<file path="src/rtl/regfile_wb_scheduler.sv">
// Write-back arbiter and long-op scoreboard for the register file's single write port.
// Source A (ALU) has fixed priority; source B (long ops) is protected from starvation by throttling issue.
module regfile_wb_scheduler #(
   parameter int unsigned MAX_OUTSTANDING = 4,
   parameter int unsigned STARVE_LIMIT    = 8
) (
   input  logic        i_clk,
   input  logic        i_reset_n,
   input  logic        i_issue_valid,
   input  logic [4:0]  i_issue_rd,
   input  logic [4:0]  i_issue_rs1,
   input  logic [4:0]  i_issue_rs2,
   input  logic        i_issue_use_rs1,
   input  logic        i_issue_use_rs2,
   input  logic        i_issue_long,
   output logic        o_issue_stall,
   input  logic        i_wba_valid,
   input  logic [4:0]  i_wba_rd,
   input  logic [31:0] i_wba_data,
   input  logic        i_wbb_valid,
   input  logic [4:0]  i_wbb_rd,
   input  logic [31:0] i_wbb_data,
   output logic        o_wbb_ready,
   output logic        o_rd_wren,
   output logic [4:0]  o_rd_addr,
   output logic [31:0] o_rd_data,
   output logic [31:0] o_busy,
   output logic        o_sb_err
);

   localparam logic [3:0] MAX_CNT    = 4'(MAX_OUTSTANDING);
   localparam logic [7:0] STARVE_LIM = 8'(STARVE_LIMIT);

   logic [31:0] busy_q, busy_d;
   logic [3:0]  out_cnt_q, out_cnt_d;
   logic [7:0]  wait_cnt_q, wait_cnt_d;
   logic        starve_hold_q, starve_hold_d;
   logic        rd_wren_q, rd_wren_d;
   logic [4:0]  rd_addr_q, rd_addr_d;
   logic [31:0] rd_data_q, rd_data_d;
   logic        sb_err_q, sb_err_d;

   logic hazard;
   logic full;
   logic issue_long_acc;
   logic b_acc;

   // Stall is decided from registered busy only: a clear landing this cycle is not bypassed.
   always_comb begin
      hazard = (i_issue_use_rs1 && busy_q[i_issue_rs1]) ||
               (i_issue_use_rs2 && busy_q[i_issue_rs2]) ||
               busy_q[i_issue_rd];
      full           = i_issue_long && (out_cnt_q == MAX_CNT);
      o_issue_stall  = i_issue_valid && (hazard || full || starve_hold_q);
      issue_long_acc = i_issue_valid && !o_issue_stall && i_issue_long;
      o_wbb_ready    = !i_wba_valid;
      b_acc          = i_wbb_valid && o_wbb_ready;
   end

   // NOTE: every signal written in an always_comb gets a default first, so no latch is inferred.
   always_comb begin
      busy_d = busy_q;
      if (b_acc) begin
         busy_d[i_wbb_rd] = 1'b0;
      end
      if (issue_long_acc && (i_issue_rd != 5'd0)) begin
         busy_d[i_issue_rd] = 1'b1;
      end
      busy_d[0] = 1'b0;

      out_cnt_d = out_cnt_q;
      if (issue_long_acc && !b_acc) begin
         out_cnt_d = out_cnt_q + 4'd1;
      end else if (!issue_long_acc && b_acc && (out_cnt_q != 4'd0)) begin
         out_cnt_d = out_cnt_q - 4'd1;
      end

      wait_cnt_d = 8'd0;
      if (i_wbb_valid && !o_wbb_ready) begin
         wait_cnt_d = (wait_cnt_q == 8'hFF) ? wait_cnt_q : wait_cnt_q + 8'd1;
      end

      starve_hold_d = starve_hold_q || (wait_cnt_d >= STARVE_LIM);
      if (b_acc) begin
         starve_hold_d = 1'b0;
      end

      sb_err_d = sb_err_q || (b_acc && (i_wbb_rd != 5'd0) && !busy_q[i_wbb_rd]);
   end

   // x0 writes still win the port and complete their handshake, but never raise the write enable.
   always_comb begin
      rd_wren_d = 1'b0;
      rd_addr_d = rd_addr_q;
      rd_data_d = rd_data_q;
      if (i_wba_valid) begin
         rd_wren_d = (i_wba_rd != 5'd0);
         rd_addr_d = i_wba_rd;
         rd_data_d = i_wba_data;
      end else if (b_acc) begin
         rd_wren_d = (i_wbb_rd != 5'd0);
         rd_addr_d = i_wbb_rd;
         rd_data_d = i_wbb_data;
      end
   end

   // NOTE: state registers use non-blocking assignments only; the comb blocks above use blocking.
   always_ff @(posedge i_clk or negedge i_reset_n) begin
      if (!i_reset_n) begin
         busy_q        <= '0;
         out_cnt_q     <= '0;
         wait_cnt_q    <= '0;
         starve_hold_q <= 1'b0;
         rd_wren_q     <= 1'b0;
         rd_addr_q     <= '0;
         rd_data_q     <= '0;
         sb_err_q      <= 1'b0;
      end else begin
         busy_q        <= busy_d;
         out_cnt_q     <= out_cnt_d;
         wait_cnt_q    <= wait_cnt_d;
         starve_hold_q <= starve_hold_d;
         rd_wren_q     <= rd_wren_d;
         rd_addr_q     <= rd_addr_d;
         rd_data_q     <= rd_data_d;
         sb_err_q      <= sb_err_d;
      end
   end

   assign o_rd_wren = rd_wren_q;
   assign o_rd_addr = rd_addr_q;
   assign o_rd_data = rd_data_q;
   assign o_busy    = busy_q;
   assign o_sb_err  = sb_err_q;

endmodule

</file>
<file path="config.mk">
export PLATFORM = sky130hd
export DESIGN_NAME = regfile_wb_scheduler
export DESIGN_NICKNAME = d
export VERILOG_FILES = /design/src/rtl/regfile_wb_scheduler.sv
export SDC_FILE = /design/constraint.sdc
export NUM_CORES = 1
export LEC_CHECK = 0
export ABC_AREA = 0
export CAP_MARGIN = 20
export CORE_MARGIN = 2
export CORE_UTILIZATION = 45
export DETAILED_ROUTE_END_ITERATION = 10
export DONT_BUFFER_PORTS = 1
export GPL_TIMING_DRIVEN = 0
export PLACE_DENSITY_LB_ADDON = 0.25
export SLEW_MARGIN = 20
export SYNTH_ARGS = -nofsm -noshare
export SYNTH_HDL_FRONTEND = slang
export SYNTH_SLANG_ARGS = --single-unit
export TNS_END_PERCENT = 20
</file>
<file path="constraint.sdc">
create_clock -name i_clk -period 3.6 [get_ports i_clk]
set_input_delay 0.9 -clock i_clk [delete_from_list [all_inputs] [get_ports i_clk]]
set_output_delay 0.9 -clock i_clk [all_outputs]
set_load 0.05 [all_outputs]
</file>
==> impl_metrics.py, run 1 <==
metrics = {
    "clock_network": {
        "cts_root_buf": "clkbuf_8",
        "htreeDepth": 3,
        "cts_buffers": 9,
        "cts.sink_count": 83,
        "clock_path_buffers": 2,
        "cts_tree": "built",
        "clk_latency_ps": 350,
        "path_clk_slew_ps": 80,
    },
    "global_route": {
        "grt_pass1_wl_mm": 22.64,
        "grt_pass1_vias": 4236,
        "grt_use_met1_pct": 29.57,
        "grtUsageMet2_pct": 42.24,
        "grt_busiest_layer": "met2",
        "antenna_found_initial": 0,
        "grt_start_max_net_pins": 84,
        "met3_usage_pct": 10.04,
        "grt_util_all_layers_pct": 25.47,
        "grt-ovfl-total": 0,
    },
    "detailed_routing": {
        "final_antenna_net_count": 0,
        "wl_mm": 14.70,
        "vias_per_cell": 6.454,
        "wl_per_cell_um": 23.15,
        "dr.pass1.iters": 5,
        "vias": 4098,
        "drc": 0,
        "drt_iter0_drc": 273,
    },
    "placed_design": {
        "place_congestion": 0.9566,
        "portBuffers": 0,
        "placed_area_mm2": 0.005169,
        "post-place-cells": 617,
        "hpwl_mm": 10.83,
        "place_ws_ps": -386.3,
    },
    "synthesis": {
        "synth_top_area_share_pct": 41.70,
        "yosys-top-cells-area": "dfrtp_1 42%, mux4_2 12%, mux2i_1 9.6%",
        "ys_warn_count": 0,
        "async_flop_share_pct": 100.0,
        "synth_nets": 578,
        "synth_seq_cells": 83,
        "syn_avg_cell_area_um2": 10.44,
        "ys.flop_type": "dfrtp_1",
        "yosys.area.top_type": "dfrtp_1",
        "syn_inst": 477,
        "yosys-top-cells-count": "83 x dfrtp_1, 72 x o21ai_0, 49 x nand2_1",
        "ys_seq_area_share_pct": 41.70,
        "netlist_area_mm2": 0.004981,
        "yosysMostFrequentCell": "dfrtp_1",
        "synth-edff-count": 0,
        "yosysUniqueCellTypes": 59,
    },
    "finish": {
        "fin_area_mm2": 0.005419,
        "fin_cells": 635,
        "diodes": 0,
        "multi_input_comb_area_mm2": 0.002750,
        "syn_to_final_growth_pct": 8.792,
        "fin_nets": 591,
        "seqCellArea_mm2": 0.002090,
        "post_route_cells_drive_above_1_share_pct": 17.58,
        "nFillCells": 1015,
    },
    "timing": {
        "fin_ws_ps": 36.79,
        "finalHoldViolCount": 0,
        "timing.final.crit_period_ps": 3563,
        "worstMarginPinSlew_ps": 724.8,
        "drv_slew": 0,
        "finalSetupViolCount": 0,
        "fin_crit_sh_pct": 98.98,
        "timing.hold.ws_ps": 233.5,
        "fin_skew_ps": 8.618,
        "rsz0062_at_grt": "false",
        "slew_headroom_pct": 51.68,
        "max_freq_ghz": 0.2806,
    },
    "critical_path": {
        "worstSetupEndpointType": "primary output",
        "path_max_fanout": 6,
        "reg2reg_from": "o_busy[28]",
        "critPathLaunchType": "input port",
        "cp_top_family": "simple AND/OR/NAND/NOR gates",
        "critPathRequiredTime_ps": 2700,
        "crit_start": "i_issue_rd[0]",
        "cpPeakStageDelay_ps": 510,
        "critPathBufInv": 1,
        "slowest_stage": "mux4_2",
        "crit_chain": "buf_4, mux4_2, a221o_1, nor4_2, and4_4, a31oi_4",
        "critPathKind": "input port to primary output",
        "arrival_ps": 2660,
    },
    "floorplan": {
        "design.core.area_mm2": 0.01084,
        "fp.dieH_um": 109.2,
        "die_area_mm2": 0.01193,
        "start_util_pct": 45.95,
        "dieWidth_um": 109.2,
        "ios": 170,
        "core.rowCount": 38,
    },
    "power_and_ir_drop": {
        "ir_drop_mv": 0.2910,
        "cellPowerDensity_mw_per_mm2": 528.6,
        "p_leak_nw": 2.196,
    },
    "flow_run": {
        "maxCapViolCount": 0,
    },
    "status": {
        "status": "complete, no violations",
    },
    "worst_hold_path": {
        "holdCritPathClass": "input port to asynchronous set/reset pin",
    },
}
## cells in the final DEF, fill, tap and decap left out, types with 8 or more instances in the layout
cell type / instances
o31ai_1: 8
nand3b_1: 10
dfrtp_2: 10
mux2i_1: 48
o21ai_2: 8
clkbuf_1: 22
clkbuf_8: 10
nand3_1: 11
o21ai_1: 15
dfrtp_1: 73
nand2_1: 49
nor2_1: 15
o21ai_0: 72
mux4_2: 27
## final timing paths
kind | end | slack (ps) | cells past startpoint
worst max-delay path | o_issue_stall | 40 | 6
worst min-delay path | o_busy[16] | 230 | 0
worst max register to register | out_cnt_q[3] | 150 | 11
worst min register to register | out_cnt_q[3] | 490 | 1
max in group asynchronous | wait_cnt_q[0] | 3220 | 0
min in group i_clk | out_cnt_q[3] | 490 | 1
## flip-flops by register name, summed over array words and instances, names as in the netlist
name           count
o_busy            31
o_rd_addr          5
o_rd_data         32
o_rd_wren          1
o_sb_err           1
out_cnt_q          4
starve_hold_q      1
wait_cnt_q         8
## worst reg2reg max path, cell delays in order (launching register included)
cell and delay [ps]:
dfrtp_1 620, mux4_2 560, a221o_1 350, nor4_2 270, and4_4 290, nand4_1 140
ha_1 330, a21o_1 190, a21oi_2 140, nor2b_1 170, o2bb2ai_1 140, xor2_1 160
## layer usage
metal | part of all wire [%] | up-vias | routed length, um
li1 | - | 1798 | -
met1 | 35 | 2009 | 5206
met2 | 49 | 268 | 7213
met3 | 13 | 23 | 1949
met4 | 2.2 | 0 | 329
met5 | 0 | - | 0
## what timing repair did
item / 4_1_cts / 5_1_grt
pin swaps: 0 / 2
setup endpoints to repair: 2 / 2
buffers inserted: 2 / 0
hold buffers: 0 / 0
resized for setup: 5 / 16
## cells by family after synthesis
group | Yosys count | synth area share [%]
AO/OA/AOI/OAI | 127 | 15.30
XOR/XNOR | 8 | 1.407
adder cells (fa/ha/maj) | 4 | 1.156
buffers and inverters | 43 | 3.768
flip-flops | 83 | 41.70
multiplexers | 79 | 22.76
other | 1 | 0.07529
AND/OR/NAND/NOR | 132 | 13.84
## power breakdown
part | total (mW) | leakage (nW) | switching, mW | internal, mW
Sequential | 1.64 | 1.04 | 0.581 | 1.06
Combinational | 0.565 | 1.07 | 0.270 | 0.295
Clock | 0.663 | 0.0926 | 0.324 | 0.339
Total | 2.86 | 2.20 | 1.18 | 1.69
## area by class of cell
| class | instances | share of cell area (%) |
|---|---|---|
| Clock buffer | 12 | 2.678 |
| Clock inverter | 4 | 0.9236 |
| Timing Repair Buffer | 2 | 0.2771 |
| Tap cell | 140 | 3.233 |
| Inverter | 6 | 0.4156 |
| Buffer | 37 | 3.163 |
| Sequential cell | 83 | 38.56 |
| Multi-Input combinational cell | 351 | 50.75 |
## stage by stage
stage | power [mW] | setup TNS (ps) | utilization (%)
after floorplan | 2.022 | -19.41 | -
final | 2.864 | 0 | 49.99
after CTS | 2.868 | -23.33 | 49.75
after detailed placement | 2.195 | -627.5 | 47.68
after global placement | 2.175 | -508.2 | 47.68
after global routing | 3.006 | 0 | 49.99
Note: power is estimated with default switching activity, not from simulation.
==> run 2, diff against run 1 <==
==> constraint.sdc (replaced) <==
create_clock -name i_clk -period 3.44 [get_ports i_clk]
set_input_delay 0.86 -clock i_clk [delete_from_list [all_inputs] [get_ports i_clk]]
set_output_delay 0.86 -clock i_clk [all_outputs]
set_load 0.05 [all_outputs]
==> impl_metrics.py, run 2 (synthesis gave the netlist of run 1 again) <==
metrics = {
    "detailed_routing": {
        "drc": 0,
        "drt_iter0_drc": 274,
        "final_antenna_net_count": 0,
        "wl_mm": 14.37,
        "dr.pass1.iters": 5,
        "wl_per_cell_um": 22.60,
        "vias_per_cell": 6.390,
        "vias": 4064,
    },
    "critical_path": {
        "r2r-end": "out_cnt_q[3]",
        "worst-r2r-cell-count": 11,
        "critPathKind": "input port to primary output",
        "path_max_fanout": 10,
        "critPathRequiredTime_ps": 2580,
        "critPathLaunchType": "input port",
        "worstSetupEndpointType": "primary output",
        "crit_end": "o_issue_stall",
        "arrival_ps": 2590,
        "reg2reg_from": "o_busy[31]",
        "crit_start": "i_issue_rd[4]",
        "r2r_slack_ps": 110,
    },
    "floorplan": {
        "design.core.area_mm2": 0.01084,
        "start_util_pct": 45.95,
        "core.rowCount": 38,
        "dieWidth_um": 109.2,
        "ios": 170,
        "die_area_mm2": 0.01193,
        "fp.dieH_um": 109.2,
    },
    "finish": {
        "syn_to_final_growth_pct": 9.897,
        "fin_cells": 636,
        "post_route_cells_drive_above_1_share_pct": 19.96,
        "largest_reg_flops": 32,
        "diodes": 0,
        "layout_common_cells": "72 x o21ai_0, 62 x dfrtp_1, 49 x nand2_1, 48 x mux2i_1, 27 x mux4_2",
        "fin_nets": 592,
        "final_common_cell": "o21ai_0",
        "fin_area_mm2": 0.005474,
    },
    "placed_design": {
        "portBuffers": 0,
        "post-place-cells": 617,
        "placed_area_mm2": 0.005184,
        "place_congestion": 0.8875,
        "hpwl_mm": 10.50,
    },
    "timing": {
        "drv_slew": 0,
        "worstMarginPinSlew_ps": 731.3,
        "fin_skew_ps": 12.24,
        "slew_headroom_pct": 51.24,
        "timing.final.crit_period_ps": 3450,
        "fin_ws_ps": -9.687,
        "timing.hold.ws_ps": 191.0,
        "fin_crit_sh_pct": 100.3,
        "finalSetupViolCount": 1,
        "setup-tns-final_ps": -9.687,
        "max_freq_ghz": 0.2899,
        "rsz0062_at_grt": "true",
        "finalHoldViolCount": 0,
    },
    "power_and_ir_drop": {
        "p_leak_nw": 2.197,
        "cellPowerDensity_mw_per_mm2": 556.8,
        "power_mw": 3.048,
        "ir_drop_mv": 0.2533,
    },
    "clock_network": {
        "ctsHoldBuffers": 0,
        "cts.sink_count": 83,
        "cts_tree": "built",
        "path_clk_slew_ps": 80,
        "clock_path_buffers": 2,
        "clk_latency_ps": 360,
        "htreeDepth": 3,
        "cts_buffers": 9,
        "cts_root_buf": "clkbuf_8",
    },
    "global_route": {
        "grt_pass1_wl_mm": 22.28,
        "antenna_found_initial": 0,
        "grt-ovfl-total": 0,
        "grt_util_all_layers_pct": 24.96,
        "grt_start_max_net_pins": 84,
        "grt_pass1_vias": 4029,
    },
    "flow_run": {
        "maxCapViolCount": 0,
    },
    "status": {
        "status": "complete, but fails checks",
        "violations": "negative setup slack",
    },
    "worst_hold_path": {
        "holdCritPathClass": "input port to asynchronous set/reset pin",
    },
}
run 2: cell types whose count changed in the layout (fill, tap and decap cells not counted), sizes merged:
cell / change
clkbuf: +2
clkinvlp: -1
run 2: cell type report:
type / instances / area [um2]
clock buffer: 13 / 158.9
timing repair buffer: 3 / 22.52
inverter: 6 / 22.52
tap: 140 / 175.2
multi-input combinational: 351 / 2756
sequential: 83 / 2103
clock inverter: 3 / 46.29
buffer: 37 / 188.9
fill: 1000 / 5366
run 2: routing by layer:
| metal | global-route usage (%) | wire [um] |
|---|---|---|
| met3 | 6.993 | 1757 |
| met4 | 8.228 | 198 |
| met1 | 32.32 | 5496 |
| met2 | 40.64 | 6920 |
| met5 | 0 | 0 |
run 2: how the worst min path moves through the flow:
stage,cells past startpoint,slack [ps],to
3_5_place_dp,1,490,out_cnt_q[3]
4_1_cts,0,170,o_rd_data[2]
5_1_grt,0,160,o_rd_data[27]
3_3_place_gp,1,480,out_cnt_q[3]
6_report,0,190,o_rd_data[26]
2_1_floorplan,1,450,out_cnt_q[3]
run 2: timing repair:
action / 4_1_cts / 5_1_grt
pin swaps: 5 / 0
setup endpoints to repair: 2 / 2
gates resized for setup: 26 / 5
gates cloned: 0 / 0
buffers inserted: 3 / 0
run 2: critical path: stages:
cell and delay [ps]:
clkbuf_2 160, or4b_2 700, o22ai_2 170, nor4_2 70
and4_4 220, a31oi_4 390
run 2: per-stage QoR:
step	utilization [%]	setup slack [ps]
finish	50.50	-9.687
global route	50.50	-69.72
global placement	47.82	-530.5
floorplan	-	-90.28
detailed placement	47.82	-547.2
CTS	50.44	-10.93
run 2: report_power, final:
group          leakage [nW]  internal [mW]  switching [mW]
sequential             1.02           1.11           0.619
combinational          1.08          0.312           0.278
clock                0.0998          0.378           0.352
